$ cat src/rtl/mcpu_ram_arbiter_if.sv
// Bus bundle between the two CPU request ports, the arbiter and a single RAM.
//   slave  : arbiter side (takes requests and ram_rdata; drives acks, rdata, RAM strobes, busy)
//   master : environment side (CPU ports plus RAM model)
interface mcpu_ram_arbiter_if #(
    parameter int unsigned WORD_SIZE  = 32,
    parameter int unsigned ADDR_WIDTH = 8
);
    // Instruction-fetch port (read only)
    logic                  i_req;
    logic [ADDR_WIDTH-1:0] i_addr;
    logic                  i_ack;
    logic [WORD_SIZE-1:0]  i_rdata;

    // Data port
    logic                  d_req;
    logic                  d_we;
    logic [ADDR_WIDTH-1:0] d_addr;
    logic [WORD_SIZE-1:0]  d_wdata;
    logic                  d_ack;
    logic [WORD_SIZE-1:0]  d_rdata;

    // RAM side
    logic                  ram_we;
    logic                  ram_re;
    logic [ADDR_WIDTH-1:0] ram_addr;
    logic [WORD_SIZE-1:0]  ram_wdata;
    logic [WORD_SIZE-1:0]  ram_rdata;

    logic                  busy;

    modport slave (
        input  i_req, i_addr, d_req, d_we, d_addr, d_wdata, ram_rdata,
        output i_ack, i_rdata, d_ack, d_rdata,
        output ram_we, ram_re, ram_addr, ram_wdata, busy
    );

    modport master (
        output i_req, i_addr, d_req, d_we, d_addr, d_wdata, ram_rdata,
        input  i_ack, i_rdata, d_ack, d_rdata,
        input  ram_we, ram_re, ram_addr, ram_wdata, busy
    );
endinterface

$ cat src/rtl/mcpu_ram_arbiter.sv
// Two-port (instruction fetch / data) round-robin arbiter in front of one RAM.
// Each transaction takes IDLE -> ACCESS -> RESP, i.e. one transaction per 3 cycles.
// Ports:
//   clk   : rising-edge clock for all state
//   reset : synchronous active-high reset
//   bus   : mcpu_ram_arbiter_if.slave (request ports, RAM strobes, busy)
// All outputs are registered.
module mcpu_ram_arbiter #(
    parameter int unsigned WORD_SIZE  = 32,
    parameter int unsigned ADDR_WIDTH = 8
) (
    input  logic                 clk,
    input  logic                 reset,
    mcpu_ram_arbiter_if.slave    bus
);

    typedef enum logic [1:0] {
        S_IDLE   = 2'd0,
        S_ACCESS = 2'd1,
        S_RESP   = 2'd2
    } state_e;

    state_e                 state_q;
    logic                   last_d_q;   // 1: data port won the previous grant
    logic                   gnt_d_q;    // winner of the transaction in flight
    logic                   i_ack_q;
    logic                   d_ack_q;
    logic [WORD_SIZE-1:0]   i_rdata_q;
    logic [WORD_SIZE-1:0]   d_rdata_q;
    logic                   ram_we_q;
    logic                   ram_re_q;
    logic [ADDR_WIDTH-1:0]  ram_addr_q;
    logic [WORD_SIZE-1:0]   ram_wdata_q;
    logic                   busy_q;

    // Grant for the next acceptance: sole requester wins, otherwise the port
    // that lost last time.
    logic pick_d_d;
    assign pick_d_d = bus.d_req && (!bus.i_req || !last_d_q);

    // Transaction FSM with registered outputs
    always_ff @(posedge clk) begin
        if (reset) begin
            state_q     <= S_IDLE;
            last_d_q    <= 1'b1;
            gnt_d_q     <= 1'b0;
            i_ack_q     <= 1'b0;
            d_ack_q     <= 1'b0;
            i_rdata_q   <= '0;
            d_rdata_q   <= '0;
            ram_we_q    <= 1'b0;
            ram_re_q    <= 1'b0;
            ram_addr_q  <= '0;
            ram_wdata_q <= '0;
            busy_q      <= 1'b0;
        end else begin
            case (state_q)
                S_IDLE: begin
                    if (bus.i_req || bus.d_req) begin
                        state_q  <= S_ACCESS;
                        busy_q   <= 1'b1;
                        gnt_d_q  <= pick_d_d;
                        last_d_q <= pick_d_d;
                        if (pick_d_d) begin
                            ram_addr_q <= bus.d_addr;
                            ram_we_q   <= bus.d_we;
                            ram_re_q   <= !bus.d_we;
                            if (bus.d_we) begin
                                ram_wdata_q <= bus.d_wdata;
                            end
                        end else begin
                            // Instruction port is read-only
                            ram_addr_q <= bus.i_addr;
                            ram_we_q   <= 1'b0;
                            ram_re_q   <= 1'b1;
                        end
                    end
                end
                S_ACCESS: begin
                    state_q  <= S_RESP;
                    ram_we_q <= 1'b0;
                    ram_re_q <= 1'b0;
                    // RAM read data is combinational, capture it as the strobe ends
                    if (ram_re_q) begin
                        if (gnt_d_q) begin
                            d_rdata_q <= bus.ram_rdata;
                        end else begin
                            i_rdata_q <= bus.ram_rdata;
                        end
                    end
                    if (gnt_d_q) begin
                        d_ack_q <= 1'b1;
                    end else begin
                        i_ack_q <= 1'b1;
                    end
                end
                S_RESP: begin
                    state_q <= S_IDLE;
                    i_ack_q <= 1'b0;
                    d_ack_q <= 1'b0;
                    busy_q  <= 1'b0;
                end
                default: begin
                    state_q  <= S_IDLE;
                    i_ack_q  <= 1'b0;
                    d_ack_q  <= 1'b0;
                    ram_we_q <= 1'b0;
                    ram_re_q <= 1'b0;
                    busy_q   <= 1'b0;
                end
            endcase
        end
    end

    assign bus.i_ack     = i_ack_q;
    assign bus.d_ack     = d_ack_q;
    assign bus.i_rdata   = i_rdata_q;
    assign bus.d_rdata   = d_rdata_q;
    assign bus.ram_we    = ram_we_q;
    assign bus.ram_re    = ram_re_q;
    assign bus.ram_addr  = ram_addr_q;
    assign bus.ram_wdata = ram_wdata_q;
    assign bus.busy      = busy_q;

endmodule

$ cat src/flat_wrapper.sv
// flat-port wrapper written by rule: the top's interface ports become plain ports
module mcpu_ram_arbiter_flat 
#(
    parameter int unsigned WORD_SIZE  = 32,
    parameter int unsigned ADDR_WIDTH = 8
)
  (clk, reset, bus_i_req, bus_i_addr, bus_d_req, bus_d_we, bus_d_addr, bus_d_wdata, bus_ram_rdata, bus_i_ack, bus_i_rdata, bus_d_ack, bus_d_rdata, bus_ram_we, bus_ram_re, bus_ram_addr, bus_ram_wdata, bus_busy);
  mcpu_ram_arbiter_if #(.WORD_SIZE(WORD_SIZE), .ADDR_WIDTH(ADDR_WIDTH)) bus_i ();
  input  logic clk;
  input  logic reset;
  input wire logic [$bits(bus_i.i_req)-1:0] bus_i_req;
  input wire logic [$bits(bus_i.i_addr)-1:0] bus_i_addr;
  input wire logic [$bits(bus_i.d_req)-1:0] bus_d_req;
  input wire logic [$bits(bus_i.d_we)-1:0] bus_d_we;
  input wire logic [$bits(bus_i.d_addr)-1:0] bus_d_addr;
  input wire logic [$bits(bus_i.d_wdata)-1:0] bus_d_wdata;
  input wire logic [$bits(bus_i.ram_rdata)-1:0] bus_ram_rdata;
  output wire logic [$bits(bus_i.i_ack)-1:0] bus_i_ack;
  output wire logic [$bits(bus_i.i_rdata)-1:0] bus_i_rdata;
  output wire logic [$bits(bus_i.d_ack)-1:0] bus_d_ack;
  output wire logic [$bits(bus_i.d_rdata)-1:0] bus_d_rdata;
  output wire logic [$bits(bus_i.ram_we)-1:0] bus_ram_we;
  output wire logic [$bits(bus_i.ram_re)-1:0] bus_ram_re;
  output wire logic [$bits(bus_i.ram_addr)-1:0] bus_ram_addr;
  output wire logic [$bits(bus_i.ram_wdata)-1:0] bus_ram_wdata;
  output wire logic [$bits(bus_i.busy)-1:0] bus_busy;
  assign bus_i.i_req = bus_i_req;
  assign bus_i.i_addr = bus_i_addr;
  assign bus_i.d_req = bus_d_req;
  assign bus_i.d_we = bus_d_we;
  assign bus_i.d_addr = bus_d_addr;
  assign bus_i.d_wdata = bus_d_wdata;
  assign bus_i.ram_rdata = bus_ram_rdata;
  assign bus_i_ack = bus_i.i_ack;
  assign bus_i_rdata = bus_i.i_rdata;
  assign bus_d_ack = bus_i.d_ack;
  assign bus_d_rdata = bus_i.d_rdata;
  assign bus_ram_we = bus_i.ram_we;
  assign bus_ram_re = bus_i.ram_re;
  assign bus_ram_addr = bus_i.ram_addr;
  assign bus_ram_wdata = bus_i.ram_wdata;
  assign bus_busy = bus_i.busy;
  mcpu_ram_arbiter #(.WORD_SIZE(WORD_SIZE), .ADDR_WIDTH(ADDR_WIDTH)) u_core (.clk(clk), .reset(reset), .bus(bus_i));
endmodule
$ cat config.mk
export PLATFORM = sky130hd
export DESIGN_NAME = mcpu_ram_arbiter_flat
export DESIGN_NICKNAME = d
export VERILOG_FILES = /design/src/rtl/mcpu_ram_arbiter_if.sv /design/src/rtl/mcpu_ram_arbiter.sv /design/src/flat_wrapper.sv
export SDC_FILE = /design/constraint.sdc
export NUM_CORES = 1
export LEC_CHECK = 0
export ABC_CLOCK_PERIOD_IN_PS = 2700
export CAP_MARGIN = 10
export CORE_MARGIN = 4
export CORE_UTILIZATION = 25
export DETAILED_ROUTE_END_ITERATION = 16
export GPL_TIMING_DRIVEN = 0
export MAX_ROUTING_LAYER = met4
export PLACE_DENSITY = 0.64
export SLEW_MARGIN = 10
export SYNTH_ARGS = -nofsm -noshare
export SYNTH_HDL_FRONTEND = slang
export SYNTH_SLANG_ARGS = --single-unit
$ cat constraint.sdc
create_clock -name clk -period 2.7 [get_ports clk]
set_clock_uncertainty 0.15 [all_clocks]
set_input_delay 0.81 -clock clk [delete_from_list [all_inputs] [get_ports clk]]
set_output_delay 0.81 -clock clk [all_outputs]
set_load 0.01 [all_outputs]
==> impl_metrics.csv <==
group,metric,value,unit
status,status,"finished, final reports clean",
setup_path,regToRegStartpoint,"u_core.state_q[0]",
setup_path,cp_slowest_stage_delay,0.60,ns
worst_hold_path,hold_start,"u_core.bus.d_rdata[24]",
setup_path,worst_r2r_endpoint,"u_core.bus.ram_wdata[15]",
setup_path,worst-path-buf-inv,1,
synth,synth_cell_types,31,
finish,final_area,7310,um2
synth,synth_ff_type,"dfxtp_1",
worst_hold_path,whs_path_depth,2,
die,start_util,25.7,%
finish,num_antenna_cells,0,
setup_path,critical_path_arrival,1.41,ns
synth,synth_nets,595,
clock_tree,clock_sinks,113,
die,die_height,142,um
clock_tree,cts_resized,0,
setup_path,rrSetupSlack,1.06,ns
clock_tree,root_buffer,"clkbuf_16",
die,io_pins,194,
finish,nets,806,
global_route,grt_remaining_overflow,0,
power,powerDensity,638,nW/um2
routing,viasPerCell,4.31,
worst_hold_path,min_to,"u_core.bus.d_rdata[24]",
synth,seq_area_frac_synth,50.5,%
setup_path,worst_setup_path_end_kind,"output port",
power,total_power,4.66,mW
finish,drive_gt1_share,10.8,%
setup_path,path_cells,"clkdlybuf4s50_1",
synth,synthTopCellsByArea,"dfxtp_1 (51%), nand2_1 (12%), nand2b_1 (9.1%), mux2i_1 (7.2%), a21oi_1 (6.8%)",
power,power.leakage,2.52,nW
power,vdd_drop_max,0.000418,V
die,core-area,17400,um2
routing,num_vias,4132,
flow_run,cap_violations,0,
timing,holdWs,0.302,ns
timing,setup_tns,0,ns
global_route,grt.total_usage,14.2,%
clock_tree,clk_latency,0.41,ns
synth,synth_edf_count,0,
worst_hold_path,hold_class,"reg2reg",
setup_path,cpLargestDelayFamily,"buffers and inverters",
finish,area_delta_synth_final,63.2,%
synth,synth_cells,510,
global_route,grt_max_degree,17,
synth,yosysTopAreaCellShare,50.5,%
synth,synth_seq_cells,113,
setup_path,crit_type,"reg2out",
synth,yosys.area.top_type,"dfxtp_1",
timing,min_period,2.37,ns
global_route,grt_pass1_wl,21.9,mm
routing,routed_wirelength,13.8,mm
clock_tree,cts.path.max_buffers,2,
setup_path,critPathLaunchType,"flop",
clock_tree,htreeDepth,4,
setup_path,worstRegToRegCells,6,
placed_design,routabilityCongestion,0.756,
clock_tree,postCtsSetupBuffers,0,
synth,ys_async_sr_fraction,0,%
routing,wire_per_inst,14.4,um
global_route,antenna_found_initial,0,
timing,hold_violations,0,
timing,period_share,87.9,%
clock_tree,hold_buffers,0,
timing,slew_violations,0,
global_route,grt_pass1_vias,4160,
clock_tree,numCtsBuffers,17,
synth,syn_avg_cell_area,8.78,um2
timing,worst_pin_slew,0.586,ns
synth,mappedNetlistArea,4480,um2
finish,postLayoutCoreUtil,42.0,%
placed_design,numPortBuffers,192,
synth,ys_top_cells_by_count,"nand2_1 (147), dfxtp_1 (113), nand2b_1 (65)",
timing,rsz0062_at_grt,"no",
timing,maxSlewHeadroom,60.9,%
placed_design,dp.final_hpwl,10.1,mm
routing,drc,0,
setup_path,required,1.74,ns
timing,setup_violations,0,
synth,yosysWarningCount,0,
routing,drt_iter0_markers,158,
clock_tree,clkTransAtPathRegs,0.06,ns
die,die_w,142,um
die,fp-row-count,48,
routing,postRouteAntennaNets,0,
placed_design,placed_cell_area,6680,um2
clock_tree,cts_tree,"built",
setup_path,path_max_fanout,6,
synth,post-synth-top-count-cell,"nand2_1",
routing,firstDrtPassIters,4,
timing,fmax,421,MHz
setup_path,slowest_stage,"clkdlybuf4s50_1",
die,die-area,20100,um2
registers in the layout (all words and copies together), names as in the netlist:
register and flops:
u_core.bus.i_rdata 32, u_core.bus.busy 1, u_core.bus.ram_re 1, u_core.bus.ram_addr 8
u_core.bus.ram_we 1, u_core.state_q 2, u_core.bus.ram_wdata 32, u_core.bus.d_rdata 32
u_core.bus.d_ack 1, u_core.gnt_d_q 1, u_core.last_d_q 1, u_core.bus.i_ack 1
worst max path at each step:
| stage | from | end | cells after the start |
|---|---|---|---|
| after global routing | u_core.bus.ram_re | bus_ram_re | 1 |
| after CTS | u_core.bus.ram_re | bus_ram_re | 1 |
| after floorplan | reset | u_core.bus.i_rdata[10] | 4 |
| after global placement | bus_i_req | u_core.bus.ram_wdata[1] | 6 |
| after detailed placement | bus_d_req | u_core.bus.ram_addr[2] | 4 |
| final | u_core.bus.ram_re | bus_ram_re | 1 |
cells in the final DEF (no fill, tap or decap), types with 2 or more instances in the layout:
master	count
nor3_1	2
nand2b_1	65
bufinv_16	4
clkbuf_1	11
nand2_1	147
a311oi_1	8
buf_1	4
a21oi_2	17
buf_2	13
dfxtp_1	113
nor2_2	2
clkinv_2	2
buf_6	4
a21oi_1	61
o21ai_0	3
mux2i_1	32
or2_2	2
clkinv_4	4
clkdlybuf4s50_1	192
clkbuf_16	17
clkinvlp_4	3
nor2_1	3
nor3b_1	2
buf_4	8
power by group:
part | switching, mW | internal (mW) | total, mW
Combinational | 0.224 | 0.295 | 0.519
Sequential | 0.0341 | 1.73 | 1.76
Clock | 0.816 | 1.56 | 2.38
Total | 1.07 | 3.59 | 4.66
kinds of logic after synthesis:
logic type / Yosys count / synth area share [%]
and+or+nand+nor: 231 / 24.3
DFF: 113 / 50.5
AOI/OAI and AO/OA: 93 / 12.9
buffers and inverters: 41 / 5.14
muxes: 32 / 7.15
metal layers:
layer | GRT usage, % | up-vias | routed length (um)
li1 | - | 2105 | -
met1 | 17.8 | 1878 | 6300
met2 | 22.1 | 126 | 6400
met3 | 3.54 | 23 | 784
met4 | 5.35 | 0 | 316
met5 | - | - | 0
per-stage QoR:
stage                     instances  setup WS [ns]
after CTS                       958          0.303
after detailed placement        927          0.189
after global placement          927          0.277
final                           958          0.327
after floorplan                 510          0.869
after global routing            958          0.260
final cells by class:
type,instances,area [um2]
Buffer,40,226
Clock buffer,18,439
Clock inverter,13,188
Fill cell,1757,10100
Inverter,1,3.75
Multi-Input combinational cell,356,1990
Sequential cell,113,2260
Tap cell,225,282
Timing Repair Buffer,192,1920
No activity file was read; power rests on OpenSTA's default activity.
